**src/rtl/mac_tx_arbiter.sv**
```systemverilog
// rtl/mac_tx_arbiter.sv - packet-granular TX arbiter with round-robin/priority grant and beat watchdog
//
// Shares one MAC TX encapsulation datapath between NUM_PORTS byte streams.
// A port is granted for a whole packet; the granted stream is muxed straight
// through to m_* with no added latency. A packet that reaches MAX_BEATS
// without tlast is cut short (last beat flagged tlast+tuser) and the rest of
// it is swallowed so the encapsulator never waits on a runaway source.
//
// Ports:
//   clk, reset                 clock, synchronous active-high reset
//   s_tdata/tvalid/tuser/tlast per-port input streams, port i at byte lane i
//   s_tready                   per-port ready (only the granted port is ever ready)
//   m_tdata/tvalid/tuser/tlast stream to the encapsulator
//   m_tready                   ready from the encapsulator
//   grant                      registered one-hot grant, zero when idle
//   trunc                      one-cycle pulse after a truncating beat is accepted
module mac_tx_arbiter #(
  parameter int NUM_PORTS  = 4,
  parameter int PRIO_PORT0 = 1,
  parameter int MAX_BEATS  = 1514
) (
  input  logic                   clk,
  input  logic                   reset,
  input  logic [NUM_PORTS*8-1:0] s_tdata,
  input  logic [NUM_PORTS-1:0]   s_tvalid,
  output logic [NUM_PORTS-1:0]   s_tready,
  input  logic [NUM_PORTS-1:0]   s_tuser,
  input  logic [NUM_PORTS-1:0]   s_tlast,
  output logic [7:0]             m_tdata,
  output logic                   m_tvalid,
  input  logic                   m_tready,
  output logic                   m_tuser,
  output logic                   m_tlast,
  output logic [NUM_PORTS-1:0]   grant,
  output logic                   trunc
);

  localparam int PW = $clog2(NUM_PORTS);
  localparam int CW = $clog2(MAX_BEATS + 1);

  typedef enum logic [1:0] {IDLE, BUSY, DRAIN} state_t;

  state_t               state_q, state_d;
  logic [NUM_PORTS-1:0] grant_q, grant_d;
  logic [PW-1:0]        gidx_q, gidx_d;
  logic [PW-1:0]        rr_ptr_q, rr_ptr_d;
  logic [CW-1:0]        beat_cnt_q, beat_cnt_d;
  logic                 trunc_q, trunc_d;

  // Winner search. cand is one bit wider than a port index so that
  // rr_ptr + k can be wrapped back into range without modulo.
  logic          win_found;
  logic          win_prio;
  logic [PW-1:0] win_idx;
  logic [PW:0]   cand;

  always_comb begin
    win_found = 1'b0;
    win_prio  = 1'b0;
    win_idx   = '0;
    cand      = '0;
    if (PRIO_PORT0 != 0 && s_tvalid[0]) begin
      win_found = 1'b1;
      win_prio  = 1'b1;
    end else begin
      for (int k = 1; k <= NUM_PORTS; k++) begin
        cand = {1'b0, rr_ptr_q} + (PW+1)'(k);
        if (cand >= (PW+1)'(NUM_PORTS)) cand = cand - (PW+1)'(NUM_PORTS);
        if (!win_found && s_tvalid[cand[PW-1:0]]) begin
          win_found = 1'b1;
          win_idx   = cand[PW-1:0];
        end
      end
    end
  end

  // Mux of the granted port, keyed by the registered index only.
  logic       g_valid, g_last, g_user;
  logic [7:0] g_data;
  logic       trunc_beat;
  logic [CW-1:0] cnt_inc;

  assign g_valid = s_tvalid[gidx_q];
  assign g_last  = s_tlast[gidx_q];
  assign g_user  = s_tuser[gidx_q];
  assign g_data  = s_tdata[{gidx_q, 3'b000} +: 8];

  // The beat presented with MAX_BEATS-1 already accepted is the last one
  // we let through; if it is not a real tlast it gets forced into one.
  assign trunc_beat = (beat_cnt_q == CW'(MAX_BEATS - 1)) && !g_last;
  assign cnt_inc    = (beat_cnt_q == CW'(MAX_BEATS)) ? beat_cnt_q : beat_cnt_q + 1'b1;

  always_comb begin
    state_d    = state_q;
    grant_d    = grant_q;
    gidx_d     = gidx_q;
    rr_ptr_d   = rr_ptr_q;
    beat_cnt_d = beat_cnt_q;
    trunc_d    = 1'b0;
    m_tvalid   = 1'b0;
    m_tdata    = '0;
    m_tlast    = 1'b0;
    m_tuser    = 1'b0;
    s_tready   = '0;
    case (state_q)
      IDLE: begin
        if (win_found) begin
          grant_d    = NUM_PORTS'(1) << win_idx;
          gidx_d     = win_idx;
          beat_cnt_d = '0;
          state_d    = BUSY;
          // A priority win must not disturb the round-robin order of the rest.
          if (!win_prio) rr_ptr_d = win_idx;
        end
      end
      BUSY: begin
        m_tvalid         = g_valid;
        m_tdata          = g_data;
        m_tlast          = g_last | trunc_beat;
        m_tuser          = g_user | trunc_beat;
        s_tready[gidx_q] = m_tready;
        if (g_valid && m_tready) begin
          beat_cnt_d = cnt_inc;
          if (g_last) begin
            grant_d = '0;
            state_d = IDLE;
          end else if (trunc_beat) begin
            trunc_d = 1'b1;
            state_d = DRAIN;
          end
        end
      end
      DRAIN: begin
        // Swallow the tail of a truncated packet without forwarding it.
        s_tready[gidx_q] = 1'b1;
        if (g_valid) begin
          beat_cnt_d = cnt_inc;
          if (g_last) begin
            grant_d = '0;
            state_d = IDLE;
          end
        end
      end
      default: begin
        grant_d = '0;
        state_d = IDLE;
      end
    endcase
  end

  always_ff @(posedge clk) begin
    if (reset) begin
      state_q    <= IDLE;
      grant_q    <= '0;
      gidx_q     <= '0;
      rr_ptr_q   <= PW'(NUM_PORTS - 1);
      beat_cnt_q <= '0;
      trunc_q    <= 1'b0;
    end else begin
      state_q    <= state_d;
      grant_q    <= grant_d;
      gidx_q     <= gidx_d;
      rr_ptr_q   <= rr_ptr_d;
      beat_cnt_q <= beat_cnt_d;
      trunc_q    <= trunc_d;
    end
  end

  assign grant = grant_q;
  assign trunc = trunc_q;

endmodule

```
**config.mk**
```make
export PLATFORM = sky130hd
export DESIGN_NAME = mac_tx_arbiter
export DESIGN_NICKNAME = d
export VERILOG_FILES = /design/src/rtl/mac_tx_arbiter.sv
export SDC_FILE = /design/constraint.sdc
export NUM_CORES = 1
export LEC_CHECK = 0
export ABC_AREA = 1
export BUFFER_PORTS_ARGS = -buffer_cell sky130_fd_sc_hd__buf_2
export CAP_MARGIN = 20
export CELL_PAD_IN_SITES_DETAIL_PLACEMENT = 1
export CELL_PAD_IN_SITES_GLOBAL_PLACEMENT = 2
export CORE_MARGIN = 3
export CORE_UTILIZATION = 27
export DETAILED_ROUTE_END_ITERATION = 16
export GPL_ROUTABILITY_DRIVEN = 0
export PLACE_DENSITY = 0.88
export SYNTH_ARGS = -nofsm -noshare
export SYNTH_HDL_FRONTEND = slang
export SYNTH_SLANG_ARGS = --single-unit
```
**constraint.sdc**
```tcl
create_clock -name clk -period 3.79 [get_ports clk]
set_input_delay 0.758 -clock clk [delete_from_list [all_inputs] [get_ports clk]]
set_output_delay 0.758 -clock clk [all_outputs]
set_load 0.01 [all_outputs]
```
==> out/results.txt, run 1 <==
critical path class - reg2out
cts-stage hold buffer count - 0
height of the chip - 90.51 um
clock sink total - 22
fin. max-slew vios - 0
Clock Latency Late Sink - 0.27 ns
Worst Hold Path EP - grant[1]
area delta synth->final - 23.04%
maximum fanout along the worst path - 9
crit path launch type - flip-flop
RSZ-0062 raised after global routing - no
Final nets - 430
Async S/R FF share, synth - 0%
pin count of the biggest net entering global routing - 22
Die ar. - 8191 um^2
Yosys top cell by area - dfxtp_1
vias - 2263
CTS Buf Count - 3
worst hold stages - 2
number of synthesized flops with an enable pin - 0
share of cells above drive strength 1 - 24.27%
Data required, critical path - 3.03 ns
Register-to-Register Path Depth - 10
Post-CTS Setup Bufs - 0
Port Buffer Count - 66
synthesis-stage register bit count - 22
CTS tree - done
Max Cap Viol - 0
PD cells - 611.1 nW/um^2
Final Hold Viols - 0
die width - 90.51 um
CP endpoint kind - primary output
Antenna Cells - 0
post-CTS resize count - 0
Peak VDD IR - 0.2097 mV
synthesized area per cell - 6.121 um^2
number of global-route vias before repair - 2297
DR vias/cell - 4.805
hold slack final - 0.4769 ns
Worst Tran Pin Value - 0.5982 ns
utilization after layout - 34.54%
Setup TNS - 0 ns
worst hold path type - reg2reg
crit-path cells - inv_1, ha_1, clkinv_1, or2_2, nor3_1, buf_2
Hold Startpoint - grant[1]
Leak Pwr - 1.117 nW
post-route clock skew - 0.009043 ns
Cells after Synth - 315
H-tree depth - 1
status - finished, final reports clean
Initial Utilization - 28.07%
Clock Tree Root - clkbuf_8
initial antenna violation count - 0
cell area after synthesis - 1928 um^2
FF-to-FF End - beat_cnt_q[1]
count leader, synth - nand2_1
CP max stage cell - or2_2
count of different cell masters after synthesis - 26
clk buf depth - 2
min cycle time layout - 2.936 ns
Top-Level Pins - 67
Slew headroom - 59.98%
wire length of the first global-routing pass - 10950 um
Buf+Inv Stages, Crit Path - 3
Worst-path clk slew - 0.09 ns
Crit path max-delay family - simple AND/OR/NAND/NOR gates
reg2reg start - state_q[1]
fraction of the yosys area taken by sequential cells - 22.84%
Setup-failing EPs final - 0
Ys Warns - 0
syn_nets - 369
routed len/inst - 13.56 um
fin area - 2372 um^2
total grt overflow - 0
main area contributors after synthesis - dfxtp_1, nand2_1, a21oi_1
post-DP HPWL - 5135 um
top cells by count, synth - nand2_1, a21oi_1, inv_1
post-synth top area share - 22.84%
num rows - 30
Residual DRC - 0
total routed wirelength - 6386 um
Achievable Freq - 340.6 MHz
Core ar. - 6869 um^2
Detail Route Antenna Nets - 0
Starting DRT DRC Count - 98
drt pass-1 iters - 4
R2R setup slack - 1.43 ns
dominant synthesized flop cell - dfxtp_1
arrival time worst endpoint - 2.18 ns
Tot GR Track Use - 15.71%
crit-path max cell delay - 0.42 ns
Post-DP Area - 2301 um^2
crit share post-route - 77.46%
-- how the worst max path moves through the flow --
| stage | start | endpoint | cells past startpoint |
|---|---|---|---|
| 5_1_grt | state_q[0] | s_tready[0] | 6 |
| 6_report | state_q[0] | s_tready[0] | 6 |
| 4_1_cts | state_q[0] | s_tready[0] | 6 |
| 3_5_place_dp | state_q[0] | s_tready[0] | 6 |
| 3_3_place_gp | state_q[0] | s_tready[2] | 6 |
| 2_1_floorplan | state_q[0] | s_tready[0] | 5 |
-- report_power, final --
part / leakage [nW] / total [mW] / switching, mW / internal [mW]
clock: 0.0357 / 0.223 / 0.0822 / 0.141
combinational: 0.902 / 0.883 / 0.597 / 0.286
sequential: 0.179 / 0.343 / 0.0688 / 0.275
total: 1.12 / 1.45 / 0.748 / 0.702
-- worst min-delay path, cell delays in order (launching register included) --
cell and delay, ns:
dfxtp_1 0.32, nand2_1 0.06, a21oi_1 0.06
-- per-stage QoR --
stage | setup slack (ns) | power, mW | std cells
floorplan | 1.455 | 1.043 | 315
global placement | 1.274 | 1.214 | 467
detailed placement | 1.167 | 1.235 | 467
CTS | 0.8466 | 1.462 | 471
global route | 0.6422 | 1.616 | 471
finish | 0.8544 | 1.450 | 471
-- flip-flops by register name, summed over array words and instances, names as in the netlist --
name / flops
trunc: 1
grant: 4
state_q: 2
gidx_q: 2
rr_ptr_q: 2
beat_cnt_q: 11
-- area by class of cell --
cell class / count / area, um^2
inverter: 36 / 135.1
sequential: 22 / 440.4
multi-input combinational: 247 / 1275
clock buffer: 3 / 41.29
fill: 930 / 4497
tap: 96 / 120.1
clock inverter: 1 / 30.03
timing repair buffer: 66 / 330.3
-- cell families after synthesis --
logic type / after synthesis / share of synthesized area, %
simple gates: 177 / 41.47
compound gates: 57 / 17.39
buf+inv: 46 / 11.03
flops: 22 / 22.84
fa+ha+maj: 7 / 4.542
xor+xnor: 6 / 2.725
-- layout by cell type (no fill, tap or decap), types with 6 or more instances in the layout --
cell type   n
inv_1      28
xor2_1      6
ha_1        7
a22oi_1    18
o21ai_0     6
buf_2      66
nand3_1    25
nor2_1     24
a21oi_1    31
nand4_1     7
nand2_2     7
nor3_1      7
nand2_1    97
dfxtp_1    22
-- routing by layer --
layer / GRT usage [%] / share of wire [%] / wire length [um] / vias to the layer above
met4: 3.827 / 1.0 / 64 / 0
li1: - / - / - / 1161
met1: 21.59 / 49 / 3130 / 1031
met3: 2.500 / 5.6 / 357 / 4
met5: 0 / 0 / 0 / -
met2: 25.57 / 44 / 2833 / 67
Power figures use the tool's default switching activity.
==> run 2: changes to the inputs <==
- ABC_AREA: 1 -> 0
- CORE_UTILIZATION: 27 -> 26
- PLACE_DENSITY: 0.88 -> 0.79
- clock period: 3.79 -> 2.7 ns (I/O delays scaled with it)
==> run 2 against run 1 <==
- sequential cell count unchanged
- global-route usage decreased by 2.1 points
- setup slack got worse by 0.60 ns
- non-clock buffer count increased by 5
- first-iteration DRC count decreased by 85%
- largest power group unchanged
- clock skew decreased by 0.0047 ns
- register-to-register slack got worse by 0.72 ns
- clock power increased by 45%
- sequential share of layout area increased by 0.26 points
- die area decreased by 0.50%
- synthesized area decreased by 4.2%
- critical path depth increased by 1
==> out/results.txt, run 2 <==
status - finished, final reports clean
Detail Route Antenna Nets - 0
PD cells - 683.5 nW/um^2
total grt overflow - 0
Initial Utilization - 27.03%
height of the chip - 90.28 um
arrival time worst endpoint - 1.91 ns
Achievable Freq - 408.1 MHz
die width - 90.28 um
Clock Tree Root - clkbuf_8
Data required, critical path - 2.16 ns
Residual DRC - 0
area delta synth->final - 26.69%
commonest non-fill, non-tap cells in the layout - buf_2, dfxtp_1, nand2_1
slack of the critical path - 0.2496 ns
Setup TNS - 0 ns
syn_nets - 251
Top-Level Pins - 67
Worst Tran Pin Value - 0.5819 ns
Max Cap Viol - 0
total routed wirelength - 5410 um
maximum fanout along the worst path - 6
Tot GR Track Use - 13.56%
CP endpoint kind - primary output
H-tree depth - 1
Die ar. - 8150 um^2
Port Buffer Count - 66
fin. max-slew vios - 0
worst hold stages - 2
Final Hold Viols - 0
min cycle time layout - 2.450 ns
routed len/inst - 15.11 um
most common cell after layout, fill and taps aside - buf_2
Final nets - 317
wire length of the first global-routing pass - 9252 um
Starting DRT DRC Count - 15
fraction of the yosys area taken by sequential cells - 23.85%
crit share post-route - 90.76%
Slew headroom - 60.85%
post-DP HPWL - 4220 um
Peak VDD IR - 0.2355 mV
post-route clock skew - 0.004309 ns
worst hold path type - reg2reg
Core ar. - 6832 um^2
vias - 1745
Clock Latency Late Sink - 0.27 ns
cell area after synthesis - 1847 um^2
Final Power - 1.599 mW
Post-CTS Setup Bufs - 0
Worst-path clk slew - 0.09 ns
critical path class - reg2out
RSZ-0062 raised after global routing - no
Leak Pwr - 0.9447 nW
fillers - 848
Register-to-Register Path Depth - 7
clk buf depth - 2
Yosys top cell by area - dfxtp_1
post-synth top area share - 23.85%
count leader, synth - dfxtp_1
CTS tree - done
pin count of the biggest net entering global routing - 28
DR vias/cell - 4.874
main area contributors after synthesis - dfxtp_1, mux4_2, o32ai_2
max reg flops - 11
Setup WS pre-CTS - 0.3905 ns
post-CTS resize count - 0
dominant synthesized flop cell - dfxtp_1
synthesized area per cell - 9.374 um^2
Reg with most FFs - beat_cnt_q
CTS Buf Count - 3
clock sink total - 22
share of cells above drive strength 1 - 44.27%
Antenna Cells - 0
number of global-route vias before repair - 1913
initial antenna violation count - 0
drt pass-1 iters - 4
synthesis-stage register bit count - 22
Ys Warns - 0
Async S/R FF share, synth - 0%
number of synthesized flops with an enable pin - 0
Cells after Synth - 197
crit path launch type - flip-flop
num rows - 30
top cells by count, synth - dfxtp_1, nand2_1, inv_1
cts-stage hold buffer count - 0
count of different cell masters after synthesis - 53
Setup-failing EPs final - 0
## run 2: cell types whose count changed after synthesis, sizes merged, moves of 10 or more
cell	previous run	this run
a21oi	32	14
a22oi	18	1
and2	0	10
inv	33	15
mux4	0	11
nand2	104	18
nand3	25	9
nor2	29	15
## run 2: critical path: stages, from the launching register on
cell      delay (ns)
dfxtp_1         0.44
ha_1            0.18
nand4b_1        0.11
nor4_1          0.30
buf_4           0.19
nor2b_1         0.17
o21a_1          0.13
buf_2           0.13
## run 2: layout make-up
cell class / count / area (um^2) / area share (%)
clock buffer: 3 / 41.29 / 1.765
clock inverter: 1 / 30.03 / 1.283
inverter: 16 / 60.06 / 2.567
multi-input combinational: 149 / 1280 / 54.71
sequential: 22 / 440.4 / 18.82
tap: 96 / 120.1 / 5.134
timing repair buffer: 71 / 367.9 / 15.72
## run 2: worst paths after layout
path / startpoint / endpoint / slack [ns]
setup / recovery: beat_cnt_q[0] / m_tuser / 0.25
hold / removal: grant[1] / grant[1] / 0.47
setup reg to reg: state_q[1] / beat_cnt_q[1] / 0.71
hold reg to reg: grant[1] / grant[1] / 0.47
## run 2: stage by stage
stage | instance area, um^2 | util (%) | hold slack (ns) | instances
after floorplan | 1847 | - | 0.4676 | 197
after global placement | 2268 | 33.21 | 0.4498 | 354
after detailed placement | 2268 | 33.21 | 0.4521 | 354
after CTS | 2340 | 34.25 | 0.4711 | 358
after global routing | 2340 | 34.25 | 0.4908 | 358
final | 2340 | 34.25 | 0.4680 | 358
## run 2: where the power goes
group	leakage (nW)	internal [mW]	total [mW]	switching [mW]
combinational	0.730	0.372	0.869	0.498
sequential	0.179	0.365	0.407	0.0421
clock	0.0357	0.198	0.323	0.125
## run 2: kinds of logic after synthesis
kind of cell	after synthesis	share of synthesized area, %
adders and majority gates	7	4.742
buffers and inverters	26	6.842
DFF	22	23.85
AOI/OAI and AO/OA	39	20.73
muxes	19	18.50
and+or+nand+nor	84	25.34
## run 2: per-layer routing
layer	vias up	routed length [um]	part of all wire, %	track usage [%]
met5	-	0	0	0
met2	42	2728	50	26.38
met3	2	206	3.8	2.917
met4	0	15	0.28	1.148
met1	843	2460	45	15.61
li1	858	-	-	-
==> run 3: changes to the inputs <==
- CORE_UTILIZATION: 26 -> 29
- PLACE_DENSITY: 0.79 -> 0.83
- clock period: 2.7 -> 2.6 ns (I/O delays scaled with it)
==> run 3 against run 2 <==
- largest cell class unchanged
- cell area fell by 0.59%
- hold slack better by 0.013 ns
- clock skew fell by 0.0010 ns
==> out/results.txt, run 3 (synthesized netlist as in run 2, its figures left out) <==
status - finished, final reports clean
min cycle time layout - 2.363 ns
reg2reg start - gidx_q[1]
crit share post-route - 90.88%
Reg with most FFs - beat_cnt_q
critical path class - reg2out
Setup-failing EPs final - 0
post-route clock skew - 0.003306 ns
Setup TNS - 0 ns
Initial Utilization - 30.47%
number of global-route vias before repair - 1813
pin count of the biggest net entering global routing - 28
Crit path max-delay family - multiplexers
total routed wirelength - 5436 um
Residual DRC - 0
Top-Level Pins - 67
Post-CTS Setup Bufs - 0
H-tree depth - 1
Peak VDD IR - 0.2584 mV
crit path launch type - flip-flop
worst hold path type - reg2reg
Clock Latency Late Sink - 0.27 ns
Worst Tran Pin Value - 0.4124 ns
total grt overflow - 0
combinational fraction of design power - 56.9%
fin area - 2326 um^2
Final Hold Viols - 0
share of cells above drive strength 1 - 45.28%
Slew headroom - 72.47%
Pint - 902.5 uW
CTS Buf Count - 3
R2R setup slack - 0.54 ns
initial antenna violation count - 0
crit-path max cell delay - 0.54 ns
Sw Ratio - 43.27%
vias - 1772
Post-DP Area - 2265 um^2
clk buf depth - 2
Worst-path clk slew - 0.08 ns
drt pass-1 iters - 4
max reg flops - 11
PD cells - 683.9 nW/um^2
Die ar. - 7362 um^2
Data required, critical path - 2.08 ns
Final nets - 320
CP Capture Point - m_tdata[1]
Register-to-Register Path Depth - 5
die width - 85.80 um
worst setup path startpoint - gidx_q[0]
Detail Route Antenna Nets - 0
fin. max-slew vios - 0
height of the chip - 85.80 um
FF-to-FF End - beat_cnt_q[0]
CTS tree - done
Setup WS pre-CTS - 0.4959 ns
total stage count of the critical path - 4
most common cell after layout, fill and taps aside - buf_2
Port Buffer Count - 66
wire length of the first global-routing pass - 8887 um
CP endpoint kind - primary output
clock sink total - 22
crit-path cells - buf_4, mux4_2, and2_1, buf_2
Max Cap Viol - 0
slack of the critical path - 0.2372 ns
routed len/inst - 15.99 um
area delta synth->final - 25.95%
utilization after layout - 38.38%
switching pwr - 688.3 uW
Final Power - 1.591 mW
Seq pwr share - 26.9%
CP max stage cell - mux4_2
Leak Pwr - 0.9529 nW
Clock Tree Root - clkbuf_8
Achievable Freq - 423.2 MHz
fillers - 730
commonest non-fill, non-tap cells in the layout - buf_2, dfxtp_1, nand2_1
post-DP HPWL - 4420 um
Core ar. - 6061 um^2
Starting DRT DRC Count - 81
arrival time worst endpoint - 1.84 ns
maximum fanout along the worst path - 15
Buf+Inv Stages, Crit Path - 2
num rows - 28
Tot GR Track Use - 15.01%
RSZ-0062 raised after global routing - no
Clk pwr share - 16.2%
DR vias/cell - 5.212
Antenna Cells - 0
run 3: repair_timing:
action                                  4_1_cts  5_1_grt
endpoints found under the hold margin         0        0
endpoints found under the setup margin        0        1
hold buffers                                  0        0
resized for setup                             0        1
run 3: worst register-to-register path: stages, from the launching register on:
cell	delay, ns
dfxtp_1	0.58
mux2_1	0.39
o221ai_2	0.30
a21bo_1	0.42
nor2_2	0.11
o31ai_2	0.18
run 3: layout make-up:
| cell class | instances | area, um^2 | share of cell area (%) |
|---|---|---|---|
| flip-flops and latches | 22 | 440.4 | 18.93 |
| multi-input cells | 149 | 1286 | 55.30 |
| inverters | 16 | 60.06 | 2.582 |
| repair buffers | 74 | 390.4 | 16.78 |
| clock buffers | 4 | 55.05 | 2.367 |
| well taps | 75 | 93.84 | 4.034 |
run 3: worst min path at each step:
stage,end,slack [ns],cells after the start,from
6_report,grant[1],0.48,2,grant[1]
3_5_place_dp,grant[1],0.47,2,grant[1]
5_1_grt,grant[1],0.50,2,grant[1]
2_1_floorplan,rr_ptr_q[0],0.47,2,rr_ptr_q[0]
4_1_cts,grant[1],0.49,2,grant[1]
3_3_place_gp,grant[1],0.46,2,grant[1]
run 3: metal layers:
metal / routed length, um / track usage (%)
met1: 2401 / 18.91
met2: 2530 / 25.28
met3: 443 / 3.746
met4: 61 / 4.460
met5: 0 / 0
run 3: power by group through the flow:
stage               clock, mW  combinational, mW  sequential, mW
finish                  0.258              0.905           0.427
global route            0.286              0.997           0.436
CTS                     0.268              0.924           0.427
detailed placement          0              0.922           0.436
global placement            0              0.903           0.433
floorplan                   0              0.697           0.420
run 3: through the flow:
step	std cells	hold slack, ns
2_1_floorplan	197	0.4676
3_3_place_gp	336	0.4551
3_5_place_dp	336	0.4721
4_1_cts	340	0.4920
5_1_grt	340	0.5040
6_report	340	0.4809
